## src/rtl/sprite_linebuf_ctrl.sv

```systemverilog
// Ping-pong sprite line buffer controller: first-wins draw into one bank on port A,
// scan-out with clear-behind from the other bank on port B.
module sprite_linebuf_ctrl #(
    parameter int LINE_BITS = 8,
    parameter int PIX_W     = 8
) (
    input  logic                 clk_sys,
    input  logic                 reset,
    input  logic                 line_start,
    input  logic                 ce_pix,
    input  logic                 pix_valid,
    output logic                 pix_ready,
    input  logic [LINE_BITS-1:0] pix_x,
    input  logic [PIX_W-1:0]     pix_color,
    output logic [LINE_BITS:0]   ram_addr_a,
    output logic [PIX_W-1:0]     ram_data_a,
    output logic                 ram_wren_a,
    input  logic [PIX_W-1:0]     ram_q_a,
    output logic [LINE_BITS:0]   ram_addr_b,
    output logic [PIX_W-1:0]     ram_data_b,
    output logic                 ram_wren_b,
    input  logic [PIX_W-1:0]     ram_q_b,
    output logic [PIX_W-1:0]     pix_out,
    output logic                 pix_out_valid
);

    typedef enum logic [1:0] {D_IDLE, D_RD, D_CHK} dstate_t;
    typedef enum logic {S_IDLE, S_CLR} sstate_t;

    dstate_t              dstate_q, dstate_d;
    sstate_t              sstate_q, sstate_d;
    logic                 bank_q, bank_d;
    logic                 wbank_q, wbank_d;
    logic                 ready_q, ready_d;
    logic [LINE_BITS-1:0] x_q, x_d;
    logic [LINE_BITS-1:0] hcnt_q, hcnt_d;
    logic [PIX_W-1:0]     color_q, color_d;
    logic [LINE_BITS:0]   saddr_q, saddr_d;
    logic [PIX_W-1:0]     pix_out_q, pix_out_d;
    logic                 out_valid_q, out_valid_d;
    logic [LINE_BITS:0]   scan_addr;
    logic                 accept;

    always_ff @(posedge clk_sys or posedge reset) begin
        if (reset) begin
            dstate_q    <= D_IDLE;
            sstate_q    <= S_IDLE;
            bank_q      <= 1'b0;
            wbank_q     <= 1'b0;
            ready_q     <= 1'b0;
            x_q         <= '0;
            hcnt_q      <= '0;
            color_q     <= '0;
            saddr_q     <= '0;
            pix_out_q   <= '0;
            out_valid_q <= 1'b0;
        end else begin
            dstate_q    <= dstate_d;
            sstate_q    <= sstate_d;
            bank_q      <= bank_d;
            wbank_q     <= wbank_d;
            ready_q     <= ready_d;
            x_q         <= x_d;
            hcnt_q      <= hcnt_d;
            color_q     <= color_d;
            saddr_q     <= saddr_d;
            pix_out_q   <= pix_out_d;
            out_valid_q <= out_valid_d;
        end
    end

    // Draw path: read-check-write so the first opaque pixel at an x wins.
    always_comb begin
        dstate_d = dstate_q;
        x_d      = x_q;
        color_d  = color_q;
        wbank_d  = wbank_q;
        accept   = pix_valid && ready_q && (dstate_q == D_IDLE);
        unique case (dstate_q)
            D_IDLE: begin
                if (accept) begin
                    x_d     = pix_x;
                    color_d = pix_color;
                    wbank_d = bank_q;
                    if (pix_color != '0) dstate_d = D_RD;
                end
            end
            D_RD:    dstate_d = D_CHK;
            D_CHK:   dstate_d = D_IDLE;
            default: dstate_d = D_IDLE;
        endcase
        ready_d = (dstate_d == D_IDLE);
    end

    assign pix_ready  = ready_q;
    assign ram_addr_a = {wbank_q, x_q};
    assign ram_data_a = color_q;
    assign ram_wren_a = (dstate_q == D_CHK) && (ram_q_a == '0);

    // A coincident line_start already selects the new scan bank at address 0.
    always_comb begin
        bank_d      = bank_q ^ line_start;
        hcnt_d      = line_start ? '0 : hcnt_q;
        sstate_d    = sstate_q;
        saddr_d     = saddr_q;
        pix_out_d   = pix_out_q;
        out_valid_d = 1'b0;
        ram_wren_b  = 1'b0;
        scan_addr   = line_start ? {bank_q, {LINE_BITS{1'b0}}} : {~bank_q, hcnt_q};
        ram_addr_b  = saddr_q;
        unique case (sstate_q)
            S_IDLE: begin
                if (ce_pix) begin
                    ram_addr_b = scan_addr;
                    saddr_d    = scan_addr;
                    sstate_d   = S_CLR;
                end
            end
            S_CLR: begin
                pix_out_d   = ram_q_b;
                out_valid_d = 1'b1;
                ram_wren_b  = 1'b1;
                if (!line_start) hcnt_d = hcnt_q + LINE_BITS'(1);
                sstate_d    = S_IDLE;
            end
            default: sstate_d = S_IDLE;
        endcase
    end

    assign ram_data_b    = '0;
    assign pix_out       = pix_out_q;
    assign pix_out_valid = out_valid_q;

endmodule

```

## config.mk

```make
export PLATFORM = sky130hd
export DESIGN_NAME = sprite_linebuf_ctrl
export DESIGN_NICKNAME = d
export VERILOG_FILES = /design/src/rtl/sprite_linebuf_ctrl.sv
export SDC_FILE = /design/constraint.sdc
export NUM_CORES = 1
export LEC_CHECK = 0
export CAP_MARGIN = 40
export CORE_AREA = 2 2 72 74
export CTS_BUF_LIST = sky130_fd_sc_hd__clkbuf_16
export CTS_CLUSTER_DIAMETER = 100
export DETAILED_ROUTE_END_ITERATION = 7
export DIE_AREA = 0 0 74 76
export GPL_TIMING_DRIVEN = 0
export PLACE_DENSITY = 0.79
export SYNTH_ARGS = -nofsm -noshare
export SYNTH_HDL_FRONTEND = slang
export SYNTH_SLANG_ARGS = --single-unit
```

## constraint.sdc

```tcl
create_clock -name clk_sys -period 1.9 [get_ports clk_sys]
set_input_delay 0.38 -clock clk_sys [delete_from_list [all_inputs] [get_ports clk_sys]]
set_output_delay 0.38 -clock clk_sys [all_outputs]
set_load 0.05 [all_outputs]
```

# Word level (Yosys, flattened, before mapping)
# Index checks and enable logic that the tools add are counted.
# W data, S select, Z words.
[op_classes]
add_sub_neg = 1
eq_ne = 2
mux = 12
bitwise_logic = 3
reduce_logical = 8
[op_table]
columns = ["operator", "count"]
rows = [
  ["$mux W9", 3],
  ["$mux W8", 3],
  ["$add A8 B1 Y8 const B", 1],
  ["$logic_not A8 Y1", 1],
  ["$reduce_bool A8 Y1", 1],
  ["$logic_not A2 Y1", 2],
  ["$mux W2", 2],
  ["$pmux W2 S2", 1],
  ["$logic_and A1 B1 Y1", 3],
  ["$eq A2 B1 Y1 const B", 1],
  ["$eq A2 B2 Y1 const B", 1],
  ["$mux W1", 2],
  ["$not A1 Y1", 2],
  ["$pmux W1 S2", 1],
  ["$reduce_and A2 Y1", 1],
  ["$xor A1 B1 Y1", 1],
]
[totals]
reg_bits = 48
inputBits = 37
out_inout_bits = 46
word_cells = 37

# Logic depth before layout (Yosys ltp)
# Gate-level depths: netlist (run 1).
[logic_depth]
word_depth = 5
depth_mapped = 6
ltp_nobuf = 4

# Worst setup path before layout (run 1)
# Ideal clock, no wire load.
[synth_path]
path_type = "input to output"
start = "in ram_q_a[3]"
end = "out ram_wren_a"
arrival_time_ps = 2402
required_ps = 1520
setup_slack_ps = -882
path_stages = 2
n_path_buf = 0
path_cell_list = "or4_1 > nor4_1"
[synth_via]
elab_chain_cells = 2
[synth_lines]
columns = ["element", "line_no", "rtl"]
rows = [
  ["start: declaration", "18", "input logic [PIX_W-1:0] ram_q_a,"],
  ["$logic_not A8 Y1", "98", "assign ram_wren_a = (dstate_q == D_CHK) && (ram_q_a == '0);"],
  ["$logic_and A1 B1 Y1", "98", ""],
  ["end: declaration", "17", "output logic ram_wren_a,"],
]
# Every way passes these cells.

# Final worst setup path (run 1)
[layout_path]
start = "reg dstate_q[0]"
end = "out ram_wren_a"
[layout_via]
elab_chain_cells = 2
[layout_lines]
columns = ["element", "line_no", "rtl"]
rows = [
  ["start: declaration", "30", "dstate_t dstate_q, dstate_d;"],
  ["start signal: assignment", "58", "dstate_q <= dstate_d;"],
  ["$eq A2 B2 Y1", "98", ""],
  ["$logic_and A1 B1 Y1", "98", ""],
]
# Every way passes these cells.

==> flow_metrics.tcl, run 1 <==
set metrics [dict create \
    drt_iter0_drc 38 \
    crit_path_top_delay_cell "or4b_4" \
    final_common_cell "clkdlybuf4s50_1" \
    p_sw_w 0.00173 \
    cts-buffers-inserted 5 \
    grt_pass1_wl_um 7290 \
    wl_per_cell_um 13.7 \
    root_buffer "clkbuf_16" \
    crit_required_ns 1.52 \
    min_period_over_period_pct 101 \
    setup_ws_ns -0.0143 \
    hp-class "primary input to async pin" \
    synth_warnings 0 \
    critPathBufInv 1 \
    violations "setup timing" \
    endpoint_kind "output port" \
    synth_area_leaders "dfrtp_1 59%, mux2_2 8.3%, mux2_4 7.4%" \
    swShare_pct 39.3 \
    fin_skew_ns 0.00527 \
    synth_cell_types 28 \
    dr_total_vias 1489 \
    antenna_cells 0 \
    ys_seq_area_share_pct 59.1 \
    finalMaxSlewViolations 0 \
    path_cells "or4b_4 > nor4_4 > buf_6" \
    cts.clk_slew.worst_paths_ns 0.06 \
    tns_ns -0.0143 \
    synth_top_area_share_pct 59.1 \
    die_h_um 76 \
    path_max_fanout 3 \
    cp-start-kind "flip-flop" \
    tightest_slew_ns 0.511 \
    pin_count 83 \
    hpwl_um 3020 \
    drive_gt1_share_pct 36.1 \
    rr_endpoint "ram_data_a[6]" \
    cts_tree "built" \
    cts_max_level 2 \
    fp.dieW_um 74 \
    ys_ff_latch 48 \
    areaGrowthSynthToFinish_pct 66.4 \
    cts_sinks 48 \
    clk_latency_ns 0.28 \
    drc 0 \
    hold_buffers 0 \
    criticalPathCategory "flip-flop to output port" \
    p_comb_share_pct 48.6 \
    grt_pass1_vias 1552 \
    syn_inst 157 \
    r2r_setup_slack_ns 0.41 \
    finalCriticalPeriod_ns 1.91 \
    placed_cell_area_um2 3020 \
    crit_family "simple AND/OR/NAND/NOR gates" \
    rows 26 \
    grt.total_usage_pct 16.7 \
    grt_max_degree 40 \
    ir_drop_mv 0.727 \
    power_frac_seq_pct 32.6 \
    grt.overflow.total 0 \
    gp_congestion 0.752 \
    power_density_nw_per_um2 1300 \
    drv_cap 0 \
    start_util_pct 41.3 \
    r2r_start "dstate_q[0]" \
    max_stage_delay_ns 0.50 \
    vias_per_cell 4.58 \
    antenna_found_initial 0 \
    synth.largest_area_cell "dfrtp_1" \
    p_leak_nw 1.51 \
    core_area_um2 4910 \
    syn-mean-instance-area_um2 12.9 \
    hold_violations 0 \
    cts_buffer_depth 2 \
    netlist_area_um2 2030 \
    rsz0062_at_grt "true" \
    mostFrequentLayoutCells "54 x clkdlybuf4s50_1, 47 x dfrtp_1, 16 x buf_4" \
    setup_viol 1 \
    pwr-share-clk_pct 18.8 \
    cp.arrival_ns 1.53 \
    intPower_w 0.00267 \
    design_area_um2 3380 \
    worst-r2r-cell-count 4 \
    post-route-util_pct 68.8 \
    nFillCells 369 \
    fmax_mhz 522 \
    maxSlewHeadroom_pct 65.8 \
    antenna_left 0 \
    io_buffers 73 \
    dr.pass1.iters 4 \
    dieArea_um2 5620 \
    power_w 0.00440 \
    routed_wl_um 4460 \
    fin_nets 292 \
    status "finished, violations left" \
]
[through the flow]
stage,setup slack (ns),std cells,hold slack [ns]
floorplan,-0.0464,164,0.429
global placement,-0.866,307,0.388
detailed placement,-0.875,308,0.388
CTS,-0.135,324,0.333
global route,-0.0542,325,0.333
finish,-0.0143,325,0.331
[power by group through the flow]
| stage | combinational (W) | clock, W | sequential, W |
|---|---|---|---|
| after detailed placement | 0.00209 | 0 | 0.00145 |
| after floorplan | 0.000695 | 0 | 0.00219 |
| final | 0.00214 | 0.000828 | 0.00143 |
| after global routing | 0.00224 | 0.000895 | 0.00147 |
| after CTS | 0.00215 | 0.000849 | 0.00144 |
| after global placement | 0.00207 | 0 | 0.00144 |
[sequential cells by signal, summed over array words and instances, names as in the netlist, 2 cells and up]
name and flops:
dstate_q 2, ram_data_a 8, pix_out 8, hcnt_q 8
x_q 8, saddr_q 9
[Yosys cell counts, drive strengths merged]
| library cell | n |
|---|---|
| inv | 2 |
| nor2 | 6 |
| a21oi | 3 |
| or4 | 1 |
| conb | 1 |
| mux2 | 25 |
| or4b | 1 |
| or3 | 3 |
| nand4 | 4 |
| clkbuf | 3 |
| nor4 | 3 |
| ha | 1 |
| o21ai | 12 |
| nand3 | 2 |
| dfrtp | 48 |
| xnor2 | 1 |
| nor2b | 1 |
| nand2b | 9 |
| buf | 14 |
| a21boi | 1 |
| xor2 | 4 |
| mux2i | 1 |
| nor4bb | 1 |
| nand2 | 10 |
[per-layer routing]
metal | GRT usage, % | vias up | routed length [um]
met1 | 20.7 | 718 | 1850
met4 | 4.36 | 0 | 31
met2 | 27.9 | 52 | 2310
li1 | - | 715 | -
met5 | 0 | - | 0
met3 | 5.03 | 4 | 272
[worst max path at each step]
stage | startpoint | cells past startpoint | slack, ns | to
finish | dstate_q[0] | 3 | -0.01 | ram_wren_a
global route | dstate_q[0] | 3 | -0.05 | ram_wren_a
CTS | dstate_q[0] | 3 | -0.14 | ram_wren_a
detailed placement | ram_q_a[3] | 4 | -0.88 | ram_wren_a
global placement | ce_pix | 7 | -0.87 | ram_addr_b[6]
floorplan | ram_q_a[3] | 2 | -0.05 | ram_wren_a
[cell type report]
class	instances	area [um2]	area share (%)
timing repair buffer	84	907	26.9
tap	70	87.6	2.59
multi-input combinational	97	883	26.1
clock buffer	5	125	3.70
clock inverter	3	16.3	0.481
sequential	48	1200	35.6
buffer	16	149	4.41
inverter	2	7.51	0.222
[timing repair]
item | in CTS | in global routing
pin swaps | 13 | 4
gates resized for setup | 101 | 7
buffers inserted | 6 | 2
setup endpoints to repair | 11 | 10
cloned | 2 | 0
[logic make-up after synthesis]
kind of cell    synth area share, %
compound gates                 4.25
xor+xnor                       2.16
fa+ha+maj                     0.616
buf+inv                        6.47
flops                          59.1
mux                            16.2
other cells                   0.185
simple gates                   11.0
[worst register-to-register path: cells and delay by family (launching register included)]
family | cells | cell delay (ns)
buffers and inverters | 2 | 0.40
AND/OR/NAND/NOR | 1 | 0.27
flip-flops | 1 | 0.40
multiplexers | 1 | 0.31
No activity file was read; power rests on OpenSTA's default activity.
==> run 2: changes to the inputs <==
- MAX_ROUTING_LAYER: not set -> met4
==> run 2 against run 1 <==
Net effect:
- fmax about the same
- final cell count did not move
- clock power about the same
- critical path type unchanged
- worst setup slack about the same
- the run still ends with setup timing left
- sequential share of layout area did not move
- critical path depth is the same
- sequential cell count is the same
- largest cell class unchanged
- highest routed layer unchanged
==> flow_metrics.tcl, run 2 (same netlist as run 1, synthesis figures left out) <==
set metrics [dict create \
    antenna_cells 0 \
    clk_latency_ns 0.28 \
    setup_viol 1 \
    ff_latch_area_um2 1200 \
    pin_count 83 \
    cts_max_level 2 \
    drc 0 \
    cts_sinks 48 \
    core_area_um2 4910 \
    io_buffers 73 \
    mostFrequentLayoutCells "54 x clkdlybuf4s50_1, 47 x dfrtp_1, 16 x buf_4" \
    cp.arrival_ns 1.53 \
    drv_cap 0 \
    areaGrowthSynthToFinish_pct 66.4 \
    fin_skew_ns 0.00527 \
    finalCriticalPeriod_ns 1.91 \
    tightest_slew_ns 0.511 \
    start_util_pct 41.3 \
    rsz0062_at_grt "true" \
    endpoint_kind "output port" \
    holdWs_ns 0.331 \
    dpl_worst_slack_ns -0.875 \
    ir_drop_mv 0.727 \
    power_density_nw_per_um2 1300 \
    fmax_mhz 522 \
    min_period_over_period_pct 101 \
    drt_iter0_drc 34 \
    cp-start-kind "flip-flop" \
    status "finished, violations left" \
    grt.overflow.total 0 \
    path_max_fanout 3 \
    crit_required_ns 1.52 \
    violations "setup timing" \
    fp.dieW_um 74 \
    cts_buffer_depth 2 \
    maxSlewHeadroom_pct 65.8 \
    hold_buffers 0 \
    root_buffer "clkbuf_16" \
    grt_max_degree 40 \
    regMostFlops "saddr_q" \
    crit_path_top_delay_cell "or4b_4" \
    die_h_um 76 \
    rows 26 \
    worst-r2r-cell-count 4 \
    finalNonFillerCells 325 \
    cts-buffers-inserted 5 \
    path_depth 3 \
    setup_ws_ns -0.0146 \
    wl_per_cell_um 13.7 \
    dr_total_vias 1491 \
    fin_nets 292 \
    hpwl_um 3020 \
    grt_pass1_wl_um 7290 \
    crit_family "simple AND/OR/NAND/NOR gates" \
    multiInputGateArea_um2 883 \
    rr_endpoint "ram_data_a[6]" \
    antenna_left 0 \
    antenna_found_initial 0 \
    routed_wl_um 4450 \
    r2r_setup_slack_ns 0.41 \
    criticalPathCategory "flip-flop to output port" \
    design_area_um2 3380 \
    cts_tree "built" \
    vias_per_cell 4.59 \
    max_stage_delay_ns 0.50 \
    critPathBufInv 1 \
    gp_congestion 0.761 \
    grt.total_usage_pct 17.1 \
    r2r_start "dstate_q[0]" \
    placed_cell_area_um2 3020 \
    largest_reg_flops 9 \
    hp-class "primary input to async pin" \
    dieArea_um2 5620 \
    finalMaxSlewViolations 0 \
    grt_pass1_vias 1554 \
    cts.clk_slew.worst_paths_ns 0.06 \
    hold_violations 0 \
    dr.pass1.iters 4 \
    path_cells "or4b_4 > nor4_4 > buf_6" \
    nFillCells 369 \
    drive_gt1_share_pct 36.1 \
    dp_cells 308 \
    p_leak_nw 1.51 \
    final_common_cell "clkdlybuf4s50_1" \
]
## run 2: layer usage
layer / GRT usage [%] / vias to the layer above / routed length (um)
met5: - / - / 0
met4: 4.36 / 0 / 32
met3: 5.03 / 4 / 262
met2: 28.0 / 52 / 2310
met1: 20.5 / 720 / 1850
li1: - / 715 / -
## run 2: how the worst max path moves through the flow
stage	from	to	slack [ns]
4_1_cts	dstate_q[0]	ram_wren_a	-0.14
3_5_place_dp	ram_q_a[3]	ram_wren_a	-0.88
5_1_grt	dstate_q[0]	ram_wren_a	-0.05
6_report	dstate_q[0]	ram_wren_a	-0.01
2_1_floorplan	ram_q_a[3]	ram_wren_a	-0.05
3_3_place_gp	ce_pix	ram_addr_b[6]	-0.87
## run 2: cell type report
cell class	count	share of cell area, %
buffer	16	4.41
multi-input combinational	97	26.1
sequential	48	35.6
inverter	2	0.222
clock inverter	3	0.481
clock buffer	5	3.70
timing repair buffer	84	26.9
tap	70	2.59
## run 2: where the power goes
part / total, W / internal [W] / switching, W / leakage (nW)
sequential: 0.00143 / 0.00129 / 0.000143 / 0.599
clock: 0.000827 / 0.000480 / 0.000347 / 0.0726
combinational: 0.00214 / 0.000900 / 0.00124 / 0.837
total: 0.00440 / 0.00267 / 0.00173 / 1.51
## run 2: stage by stage
stage / total power (W) / TNS (ns) / util (%)
6_report: 0.00440 / -0.0146 / 68.8
5_1_grt: 0.00460 / -0.0788 / 68.8
4_1_cts: 0.00444 / -0.504 / 68.5
3_5_place_dp: 0.00354 / -8.60 / 61.4
3_3_place_gp: 0.00351 / -35.53 / 61.0
2_1_floorplan: 0.00289 / -0.0464 / -
## run 2: what timing repair did
action / CTS / global route
resized for setup: 101 / 7
setup buffers: 6 / 2
setup endpoints to repair: 11 / 10
gates cloned: 2 / 0
pin swaps: 13 / 4
